`src/rtl/csm_mp.sv`:
```
// Shared memory for NPORTS processor ports with per-address locking. Each port runs its own
// request FSM; a round-robin arbiter lets one pending port touch memory/locks per cycle.
module csm_mp #(
    parameter int NPORTS = 2,
    parameter int DW     = 8,
    parameter int AW     = 2
) (
    input  logic                 clk,
    input  logic                 reset,
    input  logic [NPORTS*DW-1:0] in_AD,
    input  logic [NPORTS-1:0]    rw,
    input  logic [NPORTS-1:0]    enable,
    input  logic [NPORTS-1:0]    hold,
    // The unlock strobe; "release" itself is a reserved word, hence the suffix.
    input  logic [NPORTS-1:0]    release_req,
    output logic [NPORTS-1:0]    ack,
    output logic [2*NPORTS-1:0]  err,
    output logic [NPORTS*DW-1:0] out_data
);
    localparam int DEPTH = 2**AW;
    localparam int IW    = $clog2(NPORTS);
    localparam int PW    = IW + 1;

    localparam logic [1:0] ERR_OK     = 2'b00;
    localparam logic [1:0] ERR_LOCKED = 2'b01;
    localparam logic [1:0] ERR_RANGE  = 2'b10;
    localparam logic [1:0] ERR_PROTO  = 2'b11;

    typedef enum logic [1:0] {ST_IDLE, ST_DATA, ST_REQ, ST_RESP} state_e;
    typedef enum logic [1:0] {OP_READ, OP_WRITE, OP_HOLD, OP_RELEASE} op_e;

    state_e        state_q    [NPORTS];
    state_e        state_d    [NPORTS];
    op_e           op_q       [NPORTS];
    op_e           op_d       [NPORTS];
    logic [DW-1:0] addr_q     [NPORTS];
    logic [DW-1:0] addr_d     [NPORTS];
    logic [DW-1:0] wdata_q    [NPORTS];
    logic [DW-1:0] wdata_d    [NPORTS];
    logic [1:0]    err_q      [NPORTS];
    logic [1:0]    err_d      [NPORTS];
    logic [DW-1:0] rdata_q    [NPORTS];
    logic [DW-1:0] rdata_d    [NPORTS];

    logic [DW-1:0] mem_q      [DEPTH];
    logic [DW-1:0] mem_d      [DEPTH];
    logic          lock_vld_q [DEPTH];
    logic          lock_vld_d [DEPTH];
    logic [IW-1:0] lock_own_q [DEPTH];
    logic [IW-1:0] lock_own_d [DEPTH];

    logic [IW-1:0]     rr_q;
    logic [IW-1:0]     rr_d;
    logic              gnt_vld;
    logic [IW-1:0]     gnt_idx;
    logic [NPORTS-1:0] strobe_one;
    logic [NPORTS-1:0] strobe_multi;

    always_comb begin
        strobe_one   = '0;
        strobe_multi = '0;
        for (int p = 0; p < NPORTS; p++) begin
            strobe_multi[p] = (enable[p] & hold[p]) | (enable[p] & release_req[p]) |
                              (hold[p] & release_req[p]);
            strobe_one[p]   = (enable[p] | hold[p] | release_req[p]) & ~strobe_multi[p];
        end
    end

    // Scan from rr_q upward with wrap; iterating backwards lets the nearest candidate win.
    always_comb begin
        logic [PW-1:0] cand;
        gnt_vld = 1'b0;
        gnt_idx = '0;
        cand    = '0;
        for (int k = NPORTS - 1; k >= 0; k--) begin
            cand = {1'b0, rr_q} + PW'(k);
            if (cand >= PW'(NPORTS)) begin
                cand = cand - PW'(NPORTS);
            end
            if (state_q[cand[IW-1:0]] == ST_REQ) begin
                gnt_vld = 1'b1;
                gnt_idx = cand[IW-1:0];
            end
        end
        rr_d = rr_q;
        if (gnt_vld) begin
            rr_d = (gnt_idx == IW'(NPORTS - 1)) ? '0 : gnt_idx + 1'b1;
        end
    end

    always_ff @(posedge clk) begin
        if (reset) begin
            rr_q <= '0;
            for (int p = 0; p < NPORTS; p++) begin
                state_q[p] <= ST_IDLE;
                op_q[p]    <= OP_READ;
                addr_q[p]  <= '0;
                wdata_q[p] <= '0;
                err_q[p]   <= ERR_OK;
                rdata_q[p] <= '0;
            end
            for (int i = 0; i < DEPTH; i++) begin
                mem_q[i]      <= '0;
                lock_vld_q[i] <= 1'b0;
                lock_own_q[i] <= '0;
            end
        end else begin
            rr_q <= rr_d;
            for (int p = 0; p < NPORTS; p++) begin
                state_q[p] <= state_d[p];
                op_q[p]    <= op_d[p];
                addr_q[p]  <= addr_d[p];
                wdata_q[p] <= wdata_d[p];
                err_q[p]   <= err_d[p];
                rdata_q[p] <= rdata_d[p];
            end
            for (int i = 0; i < DEPTH; i++) begin
                mem_q[i]      <= mem_d[i];
                lock_vld_q[i] <= lock_vld_d[i];
                lock_own_q[i] <= lock_own_d[i];
            end
        end
    end

    always_comb begin
        for (int p = 0; p < NPORTS; p++) begin
            state_d[p] = state_q[p];
            unique case (state_q[p])
                ST_IDLE: begin
                    if (strobe_one[p]) begin
                        state_d[p] = (enable[p] && rw[p]) ? ST_DATA : ST_REQ;
                    end else if (strobe_multi[p]) begin
                        state_d[p] = ST_RESP;
                    end
                end
                ST_DATA: state_d[p] = ST_REQ;
                ST_REQ: begin
                    if (gnt_vld && (gnt_idx == IW'(p))) begin
                        state_d[p] = ST_RESP;
                    end
                end
                ST_RESP: state_d[p] = ST_IDLE;
                default: state_d[p] = ST_IDLE;
            endcase
        end
    end

    always_comb begin
        logic [DW-1:0] g_addr;
        logic [AW-1:0] g_row;
        logic          g_own;
        logic          g_foreign;
        for (int p = 0; p < NPORTS; p++) begin
            op_d[p]    = op_q[p];
            addr_d[p]  = addr_q[p];
            wdata_d[p] = wdata_q[p];
            err_d[p]   = err_q[p];
            rdata_d[p] = rdata_q[p];
        end
        for (int i = 0; i < DEPTH; i++) begin
            mem_d[i]      = mem_q[i];
            lock_vld_d[i] = lock_vld_q[i];
            lock_own_d[i] = lock_own_q[i];
        end

        for (int p = 0; p < NPORTS; p++) begin
            if (state_q[p] == ST_IDLE) begin
                if (strobe_one[p]) begin
                    addr_d[p] = in_AD[p*DW +: DW];
                    if (enable[p]) begin
                        op_d[p] = rw[p] ? OP_WRITE : OP_READ;
                    end else if (hold[p]) begin
                        op_d[p] = OP_HOLD;
                    end else begin
                        op_d[p] = OP_RELEASE;
                    end
                end else if (strobe_multi[p]) begin
                    err_d[p] = ERR_PROTO;
                end
            end
            if (state_q[p] == ST_DATA) begin
                wdata_d[p] = in_AD[p*DW +: DW];
            end
        end

        // Only the granted port touches shared state; range violations win over lock checks.
        g_addr    = addr_q[gnt_idx];
        g_row     = g_addr[AW-1:0];
        g_own     = lock_vld_q[g_row] && (lock_own_q[g_row] == gnt_idx);
        g_foreign = lock_vld_q[g_row] && (lock_own_q[g_row] != gnt_idx);
        if (gnt_vld) begin
            if (g_addr[DW-1:AW] != '0) begin
                err_d[gnt_idx] = ERR_RANGE;
            end else begin
                case (op_q[gnt_idx])
                    OP_READ: begin
                        if (g_foreign) begin
                            err_d[gnt_idx] = ERR_LOCKED;
                        end else begin
                            err_d[gnt_idx]   = ERR_OK;
                            rdata_d[gnt_idx] = mem_q[g_row];
                        end
                    end
                    OP_WRITE: begin
                        if (g_foreign) begin
                            err_d[gnt_idx] = ERR_LOCKED;
                        end else begin
                            err_d[gnt_idx] = ERR_OK;
                            mem_d[g_row]   = wdata_q[gnt_idx];
                        end
                    end
                    OP_HOLD: begin
                        if (g_foreign) begin
                            err_d[gnt_idx] = ERR_LOCKED;
                        end else begin
                            err_d[gnt_idx]    = ERR_OK;
                            lock_vld_d[g_row] = 1'b1;
                            lock_own_d[g_row] = gnt_idx;
                        end
                    end
                    OP_RELEASE: begin
                        if (g_own) begin
                            err_d[gnt_idx]    = ERR_OK;
                            lock_vld_d[g_row] = 1'b0;
                            lock_own_d[g_row] = '0;
                        end else begin
                            err_d[gnt_idx] = ERR_PROTO;
                        end
                    end
                    default: err_d[gnt_idx] = ERR_PROTO;
                endcase
            end
        end
    end

    // Status is only meaningful alongside ack, so err reads zero outside RESP.
    always_comb begin
        logic resp;
        ack      = '0;
        err      = '0;
        out_data = '0;
        resp     = 1'b0;
        for (int p = 0; p < NPORTS; p++) begin
            resp   = !reset && (state_q[p] == ST_RESP);
            ack[p] = resp;
            if (resp) begin
                err[2*p +: 2] = err_q[p];
            end
            out_data[p*DW +: DW] = rdata_q[p];
        end
    end

endmodule

```
`config.mk`:
```
export PLATFORM = sky130hd
export DESIGN_NAME = csm_mp
export DESIGN_NICKNAME = d
export VERILOG_FILES = /design/src/rtl/csm_mp.sv
export SDC_FILE = /design/constraint.sdc
export NUM_CORES = 1
export LEC_CHECK = 0
export ABC_AREA = 1
export BUFFER_PORTS_ARGS = -buffer_cell sky130_fd_sc_hd__buf_4
export CORE_MARGIN = 2
export CORE_UTILIZATION = 50
export DETAILED_ROUTE_END_ITERATION = 12
export PLACE_DENSITY = 0.7
export RECOVER_POWER = 25
export SLEW_MARGIN = 20
export SYNTH_ARGS = -nofsm -noshare
export SYNTH_HDL_FRONTEND = slang
export SYNTH_SLANG_ARGS = --single-unit
```
`constraint.sdc`:
```
create_clock -name clk -period 2.3 [get_ports clk]
set_input_delay 0.115 -clock clk [delete_from_list [all_inputs] [get_ports clk]]
set_output_delay 0.115 -clock clk [all_outputs]
set_load 0.02 [all_outputs]
```
==> impl_metrics.env <==
export IMPL_status="finished clean"
export IMPL_relSlewSlack_pct=67.41
export IMPL_ys_top_cells_by_area="dfxtp_1 25%, edfxtp_1 21%, nand2_1 11%, nor2_1 9.5%, inv_1 9.2%"
export IMPL_critPathRequiredTime_ns=2.58
export IMPL_setup_viol=0
export IMPL_hold_path_class="primary input to flip-flop"
export IMPL_drc=0
export IMPL_synth_edff_count=36
export IMPL_wire_per_inst_um=13.22
export IMPL_cp_depth=14
export IMPL_vdd_drop_max_uv=560.5
export IMPL_core_area_um2=10230
export IMPL_path_clk_slew_ns=0.10
export IMPL_grt_overflow=0
export IMPL_antenna_cells=0
export IMPL_path_cells="inv_2, nor2_2, nand4_1, nand2_4, nand2_4, o21ai_4, inv_4, nand2_4, nand3_4, nand3_4, buf_6, nand4_2, nor2_1, nor2_1"
export IMPL_fp_dieH_um=106.3
export IMPL_cts_tree="done"
export IMPL_grt_pass1_wl_mm=18.85
export IMPL_arrival_ns=2.50
export IMPL_drt_antenna_violating_nets=0
export IMPL_vias=4475
export IMPL_ys_async_sr_fraction_pct=0
export IMPL_drt_iter0_markers=235
export IMPL_hold_depth=2
export IMPL_firstDrtPassIters=4
export IMPL_cts_root_buf="clkbuf_8"
export IMPL_globalplace_congestion=0.8830
export IMPL_final_design_area_no_fill_um2=6188
export IMPL_yosysTopAreaCell="dfxtp_1"
export IMPL_crit_buf_inv=3
export IMPL_timing_final_crit_period_ns=2.223
export IMPL_synth_flop_cell="dfxtp_1"
export IMPL_rr_worst_depth=14
export IMPL_finalCritPeriodShare_pct=96.67
export IMPL_rows=37
export IMPL_synth_top_area_share_pct=25.23
export IMPL_clock_sinks=102
export IMPL_drive_gt1_share_pct=16.91
export IMPL_end_kind="flip-flop"
export IMPL_cpPeakStageDelay_ns=0.37
export IMPL_path_common_cell="nand2_4"
export IMPL_clockBufferDepth=2
export IMPL_post_drt_via_cell_ratio=4.978
export IMPL_setup_tns_ns=0
export IMPL_ys_warn_count=0
export IMPL_dpl_cell_area_um2=5802
export IMPL_hold_viol=0
export IMPL_holdWs_ns=0.03140
export IMPL_syn_inst=691
export IMPL_start_util_pct=51.18
export IMPL_mappedNetlistNets=726
export IMPL_grt_pass1_vias=4097
export IMPL_max_clock_freq_mhz=449.8
export IMPL_max_cap_violations=0
export IMPL_critical_path_top_delay_family="simple AND/OR/NAND/NOR gates"
export IMPL_crit_path_start_kind="flip-flop"
export IMPL_power_density_nw_per_um2=1018
export IMPL_netlist_area_um2=5236
export IMPL_synth_most_common_cell="nand2_1"
export IMPL_finClkSkew_ns=0.01291
export IMPL_syn_area_per_cell_um2=7.578
export IMPL_fp_dieW_um=106.3
export IMPL_clkLatencyLatePin_ns=0.38
export IMPL_netlist_top_cells_count="149 x nand2_1, 132 x nor2_1, 129 x inv_1"
export IMPL_routed_wl_mm=11.88
export IMPL_rsz0062_at_grt="yes"
export IMPL_grt_usage_pct=20.88
export IMPL_dp_final_hpwl_mm=8.113
export IMPL_rrSetupSlack_ns=0.08
export IMPL_ios=48
export IMPL_cts_buffers=9
export IMPL_drv_slew=0
export IMPL_ys_ff_latch=102
export IMPL_htreeDepth=3
export IMPL_yosysUniqueCellTypes=41
export IMPL_syn_to_final_growth_pct=18.18
export IMPL_ctsHoldBuffers=0
export IMPL_worst_pin_slew_ns=0.4876
export IMPL_crit_path_top_delay_cell="dfxtp_4"
export IMPL_critical_path_class="flip-flop to flip-flop"
export IMPL_grt_antenna_before_repair=0
export IMPL_die_area_um2=11310
export IMPL_cp_max_fo=8
export IMPL_port_buffers=47
export IMPL_nets=793
export IMPL_seq_area_frac_synth_pct=45.88
export IMPL_grt_max_degree=47
export IMPL_p_leak_nw=2.878
## final timing paths
check	start	to
worst max-delay path	state_q[1][1]	rdata_q[0][0]
worst min-delay path	enable[1]	op_q[1][1]
worst max register to register	state_q[1][1]	rdata_q[0][0]
worst min register to register	flip-flop	flip-flop
## where the power goes
part	switching [mW]	leakage, nW	internal [mW]
Combinational	1.91	1.87	0.948
Clock	0.666	0.0939	0.410
Sequential	0.140	0.917	2.22
## sequential cells by signal (all words and copies together) (netlist names), named ones only
signal      cells
err_q           4
state_q         4
lock_own_q      4
addr_q         16
wdata_q        16
mem_q          32
op_q            4
rdata_q        16
rr_q            1
## worst register-to-register path, stage by stage, from the launching register on
cell and delay (ns):
dfxtp_4 0.37, inv_2 0.04, nor2_2 0.11, nand4_1 0.22, nand2_4 0.20, nand2_4 0.07, o21ai_4 0.09, inv_4 0.08
nand2_4 0.08, nand3_4 0.09, nand3_4 0.16, buf_6 0.15, nand4_2 0.23, nor2_1 0.17, nor2_1 0.05
## area by class of cell
type / instances / area (um^2)
fill: 936 / 4043
timing repair buffer: 76 / 550.5
multi-input combinational: 435 / 2362
sequential: 102 / 2414
clock inverter: 7 / 55.05
clock buffer: 9 / 123.9
tap: 136 / 170.2
inverter: 134 / 513.0
## cell usage in the layout (no fill, tap or decap), drive strengths merged
cell	instances
and2	1
buf	60
nor2	133
inv	136
clkinvlp	1
nand3	20
nor4	2
edfxtp	36
nand4	13
a211oi	3
ha	9
o21bai	35
a21oi	11
nor3	7
nand2	155
a22oi	8
or2	2
o221ai	8
maj3	2
or3	1
nand3b	1
o22ai	1
o211ai	4
clkbuf	25
and3	2
o21ai	16
clkinv	4
a31oi	1
dfxtp	66
## kinds of logic (layout without fill, tap and decap cells)
family          Yosys count  after routing  synth area share [%]
compound gates           87             87                 11.76
flops                   102            102                 45.88
buf+inv                 158            226                 12.40
fa+ha+maj                11             11                 2.533
simple gates            333            337                 27.43
## metrics by stage
stage,cells,setup slack [ns],power (mW),util [%]
after floorplan,691,0.2221,4.022,-
after global placement,873,0.02783,4.744,56.71
after detailed placement,873,-0.09977,4.804,56.71
after CTS,889,-0.1026,5.884,58.53
after global routing,899,-0.08090,6.732,60.49
final,899,0.07660,6.300,60.49
## what timing repair did
item | 4_1_cts | 5_1_grt
pin swaps | 0 | 19
endpoints found under the setup margin | 17 | 56
setup buffers | 0 | 6
gates resized for setup | 1 | 44
gates cloned | 0 | 4
## routing by layer
metal  vias to the layer above  global-route usage [%]  routed length, um
li1                       2302                       -                  -
met1                      2067                   27.36               5493
met2                        95                   34.71               5764
met3                        11                   2.759                468
met4                         0                   8.835                156
met5                         -                       0                  0
Power figures use the tool's default switching activity.
